$ cat src/rtl/gray_mem_arb.sv
// Two-requester round-robin arbiter in front of a gray image read port.
// Grants bursts of up to 16 beats and routes returned pixels back to the owning requester.
module gray_mem_arb (
  input  logic        clk,
  input  logic        reset,
  input  logic        m0_req,
  input  logic [13:0] m0_addr,
  input  logic        m0_last,
  input  logic        m1_req,
  input  logic [13:0] m1_addr,
  input  logic        m1_last,
  output logic        m0_gnt,
  output logic        m1_gnt,
  output logic        m0_valid,
  output logic        m1_valid,
  output logic [7:0]  m0_data,
  output logic [7:0]  m1_data,
  output logic        gray_req,
  output logic [13:0] gray_addr,
  input  logic        gray_ready,
  input  logic [7:0]  gray_data,
  output logic        busy
);

  typedef enum logic [1:0] {IDLE, GNT0, GNT1} state_e;

  state_e      state_q, state_d;
  logic        prio_q, prio_d;
  logic [4:0]  beatCnt_q, beatCnt_d;
  logic        valid0_q, valid1_q;
  logic        curReq, curLast, accept;
  logic [13:0] curAddr;

  always_comb begin
    curReq  = 1'b0;
    curLast = 1'b0;
    curAddr = 14'd0;
    case (state_q)
      GNT0: begin
        curReq  = m0_req;
        curLast = m0_last;
        curAddr = m0_addr;
      end
      GNT1: begin
        curReq  = m1_req;
        curLast = m1_last;
        curAddr = m1_addr;
      end
      default: ;
    endcase
    accept    = curReq & gray_ready;
    gray_req  = curReq;
    gray_addr = curAddr;
  end

  // A burst ends on its last beat, on the 16th beat, or as soon as the owner drops req.
  always_comb begin
    state_d   = state_q;
    prio_d    = prio_q;
    beatCnt_d = beatCnt_q;
    case (state_q)
      IDLE: begin
        beatCnt_d = 5'd0;
        if (m0_req && m1_req) state_d = prio_q ? GNT1 : GNT0;
        else if (m0_req)      state_d = GNT0;
        else if (m1_req)      state_d = GNT1;
      end
      default: begin
        if (accept) beatCnt_d = beatCnt_q + 5'd1;
        if (!curReq || (accept && (curLast || beatCnt_q == 5'd15))) begin
          state_d = IDLE;
          prio_d  = (state_q == GNT0);
        end
      end
    endcase
  end

  always_ff @(posedge clk or posedge reset) begin
    if (reset) begin
      state_q   <= IDLE;
      prio_q    <= 1'b0;
      beatCnt_q <= 5'd0;
      valid0_q  <= 1'b0;
      valid1_q  <= 1'b0;
    end else begin
      state_q   <= state_d;
      prio_q    <= prio_d;
      beatCnt_q <= beatCnt_d;
      valid0_q  <= accept && (state_q == GNT0);
      valid1_q  <= accept && (state_q == GNT1);
    end
  end

  assign m0_gnt   = (state_q == GNT0);
  assign m1_gnt   = (state_q == GNT1);
  assign busy     = (state_q != IDLE);
  assign m0_valid = valid0_q;
  assign m1_valid = valid1_q;
  assign m0_data  = valid0_q ? gray_data : 8'd0;
  assign m1_data  = valid1_q ? gray_data : 8'd0;

endmodule

$ cat config.mk
export PLATFORM = sky130hd
export DESIGN_NAME = gray_mem_arb
export DESIGN_NICKNAME = d
export VERILOG_FILES = /design/src/rtl/gray_mem_arb.sv
export SDC_FILE = /design/constraint.sdc
export NUM_CORES = 1
export LEC_CHECK = 0
export ABC_AREA = 1
export CAP_MARGIN = 20
export CORE_MARGIN = 3
export CORE_UTILIZATION = 34
export CTS_CLUSTER_SIZE = 28
export DETAILED_ROUTE_END_ITERATION = 10
export PLACE_DENSITY = 0.95
export RECOVER_POWER = 25
export SYNTH_ARGS = -nofsm -noshare
export SYNTH_HDL_FRONTEND = slang
export SYNTH_SLANG_ARGS = --single-unit
$ cat constraint.sdc
create_clock -name clk -period 2.9 [get_ports clk]
set_clock_uncertainty 0.15 [all_clocks]
set_input_delay 0.58 -clock clk [delete_from_list [all_inputs] [get_ports clk]]
set_output_delay 0.58 -clock clk [all_outputs]
set_load 0.02 [all_outputs]
==> flow_summary.ini <==
[clocking]
cts_made_buffers = 3
insertion_delay_ns = 0.27
clkTransAtPathRegs_ns = 0.07
cts_tree = built
cts_buffer_depth = 2
cts-root-buf = clkbuf_4
clock_sinks = 10
cts_max_level = 1

[timing]
finalWorstSetupSlack_ns = 0.0259
timing.final.crit_share = 0.991
final_hold_viol_count = 0
maxSlewViolCount = 0
finalSetupViolations = 0
slew_headroom = 0.740
max_clock_freq_ghz = 0.348
fin_tns_setup_ns = 0
rsz0062_at_grt = true
holdWs_ns = 0.343
worst_pin_slew_ns = 0.390
min_period_ns = 2.87

[cells_and_area]
final_util = 0.712
diodes = 0
syn2layout_area_growth_pct = 93.3
nNetsFinal = 284
design_area_sq_mm = 0.00181
drive_above_1_share = 0.0766

[run]
cap_violations = 0

[yosys]
syn_nets = 203
synth_cell_types = 20
synthTopCellsByArea = dfrtp_1, nand2_1, inv_1
synthCells = 155
synth_warnings = 0
synth_top_area_frac = 0.267
syn_avg_cell_area_sq_um = 6.05
ys_seq_elements = 10
yosysSeqAreaShare = 0.267
yosysTopAreaCell = dfrtp_1
netlist_area_sq_um = 937

[pwr]
p_leak_nw = 1.03
power.density_mw_per_mm2 = 685
ir_drop_mv = 0.774

[route]
num_vias = 1204
firstDrtPassIters = 4
ant_nets = 0
wl_per_cell_um = 11.7
drt_wl_total_um = 3100
route.detailed.drc = 0
viasPerCell = 4.54
drt_iter0_markers = 59

[floorplanning]
dieArea_sq_mm = 0.00342
fp.dieH_um = 58.5
rows = 18
boundaryPins = 79
die_w_um = 58.5
initial_core_util = 0.368
core-area_sq_mm = 0.00254

[outcome]
status = completed

[grt]
grt_pass1_wl_um = 4770
grt_pass1_vias = 1060
track_usage = 0.178
grt_max_degree = 18
grt-ovfl-total = 0
antenna_found_initial = 0

[placement]
dp_hpwl_um = 2460
routabilityCongestion = 0.844
portBuffers = 78
dpl_cell_area_sq_mm = 0.00173
pre_cts_ws_ns = 0.175

[setup_path]
critical_path_class = reg -> out
crit_path_end_kind = output port
start_kind = flop
cp_max_fo = 11
cp.required_ns = 2.17
cp_data_arrival_time_ns = 2.14

[worst_hold_path]
hold_class = reg -> reg
cells by family (layout without fill, tap and decap cells):
kind of cell             Yosys count  count (layout)  synth area share
AO/OA/AOI/OAI                     22              22             0.136
buffers and inverters             37             117             0.159
AND/OR/NAND/NOR                   79              79             0.352
adder cells (fa/ha/maj)            5               5            0.0668
flip-flops                        10              10             0.267
XOR/XNOR                           2               2            0.0187
sequential cells by signal (all words and copies together), names as in the netlist:
signal	flops
prio_q	1
state_q	2
m0_valid	1
m1_valid	1
beatCnt_q	5
final cells by class:
cell class	instances	area (sq um)
clock buffer	4	36.3
fill	206	733
inverter	30	116
multi-input combinational	108	527
sequential	10	250
tap	30	37.5
timing repair buffer	83	845
layout by cell type, fill, tap and decap left out, drive strengths merged:
cell and instances:
a21oi 16, clkbuf 4, inv 29, nand2 68
clkinvlp 1, clkdlybuf4s50 68, nor3 1, dfrtp 10
nand3 4, xor2 2, o21bai 1, ha 5
dlygate4sd3 1, o21ai 5, dlymetal6s2s 9, buf 5
nor2 6
cells in the mapped netlist:
cell	count
xor2_1	2
inv_2	2
o21ai_2	1
nor3_1	1
ha_1	5
nor2_2	1
o21bai_1	1
inv_1	28
nand2_1	64
a21oi_4	1
dfrtp_1	10
nor2_1	5
nand2_2	1
buf_4	2
a21oi_1	15
o21ai_0	4
nand2_4	3
nand3_1	4
buf_2	2
clkbuf_1	3
through the flow:
stage	instances	power, mW
after floorplan	155	0.722
after global placement	258	1.04
after CTS	262	1.19
after detailed placement	258	1.06
final	265	1.24
after global routing	265	1.33
path summary, 6_finish.rpt:
kind                            start      endpoint  slack (ns)  depth (start not counted)
setup / recovery           state_q[0]  gray_addr[3]        0.03                          6
hold / removal                 prio_q        prio_q        0.34                          2
setup reg to reg           state_q[0]  beatCnt_q[1]        0.90                         10
hold reg to reg                prio_q        prio_q        0.34                          2
max in group asynchronous       reset  beatCnt_q[4]        1.76                          2
min in group asynchronous       reset    state_q[0]        0.57                          2
critical path, cell delays in order (launching register included):
cell,delay [ns]
dfrtp_1,0.39
inv_1,0.08
ha_1,0.35
clkinvlp_4,0.12
buf_4,0.18
a21oi_1,0.13
clkdlybuf4s50_1,0.62
where the power goes:
part | switching (mW) | internal, mW | total (mW) | leakage (nW)
logic | 0.526 | 0.395 | 0.921 | 0.870
clock network | 0.0546 | 0.0764 | 0.131 | 0.0210
registers | 0.0218 | 0.167 | 0.189 | 0.136
total | 0.602 | 0.639 | 1.24 | 1.03
routing by layer:
metal  track usage  routed length [um]
met1         0.208                1220
met3        0.0395                 334
met5             0                   0
met2         0.309                1470
met4        0.0762                  72
what timing repair did:
| action | CTS | global route |
|---|---|---|
| hold buffers | 0 | 0 |
| buffers inserted | 0 | 3 |
| endpoints found under the setup margin | 0 | 15 |
| resized for setup | 0 | 11 |
No activity file was read; power rests on OpenSTA's default activity.
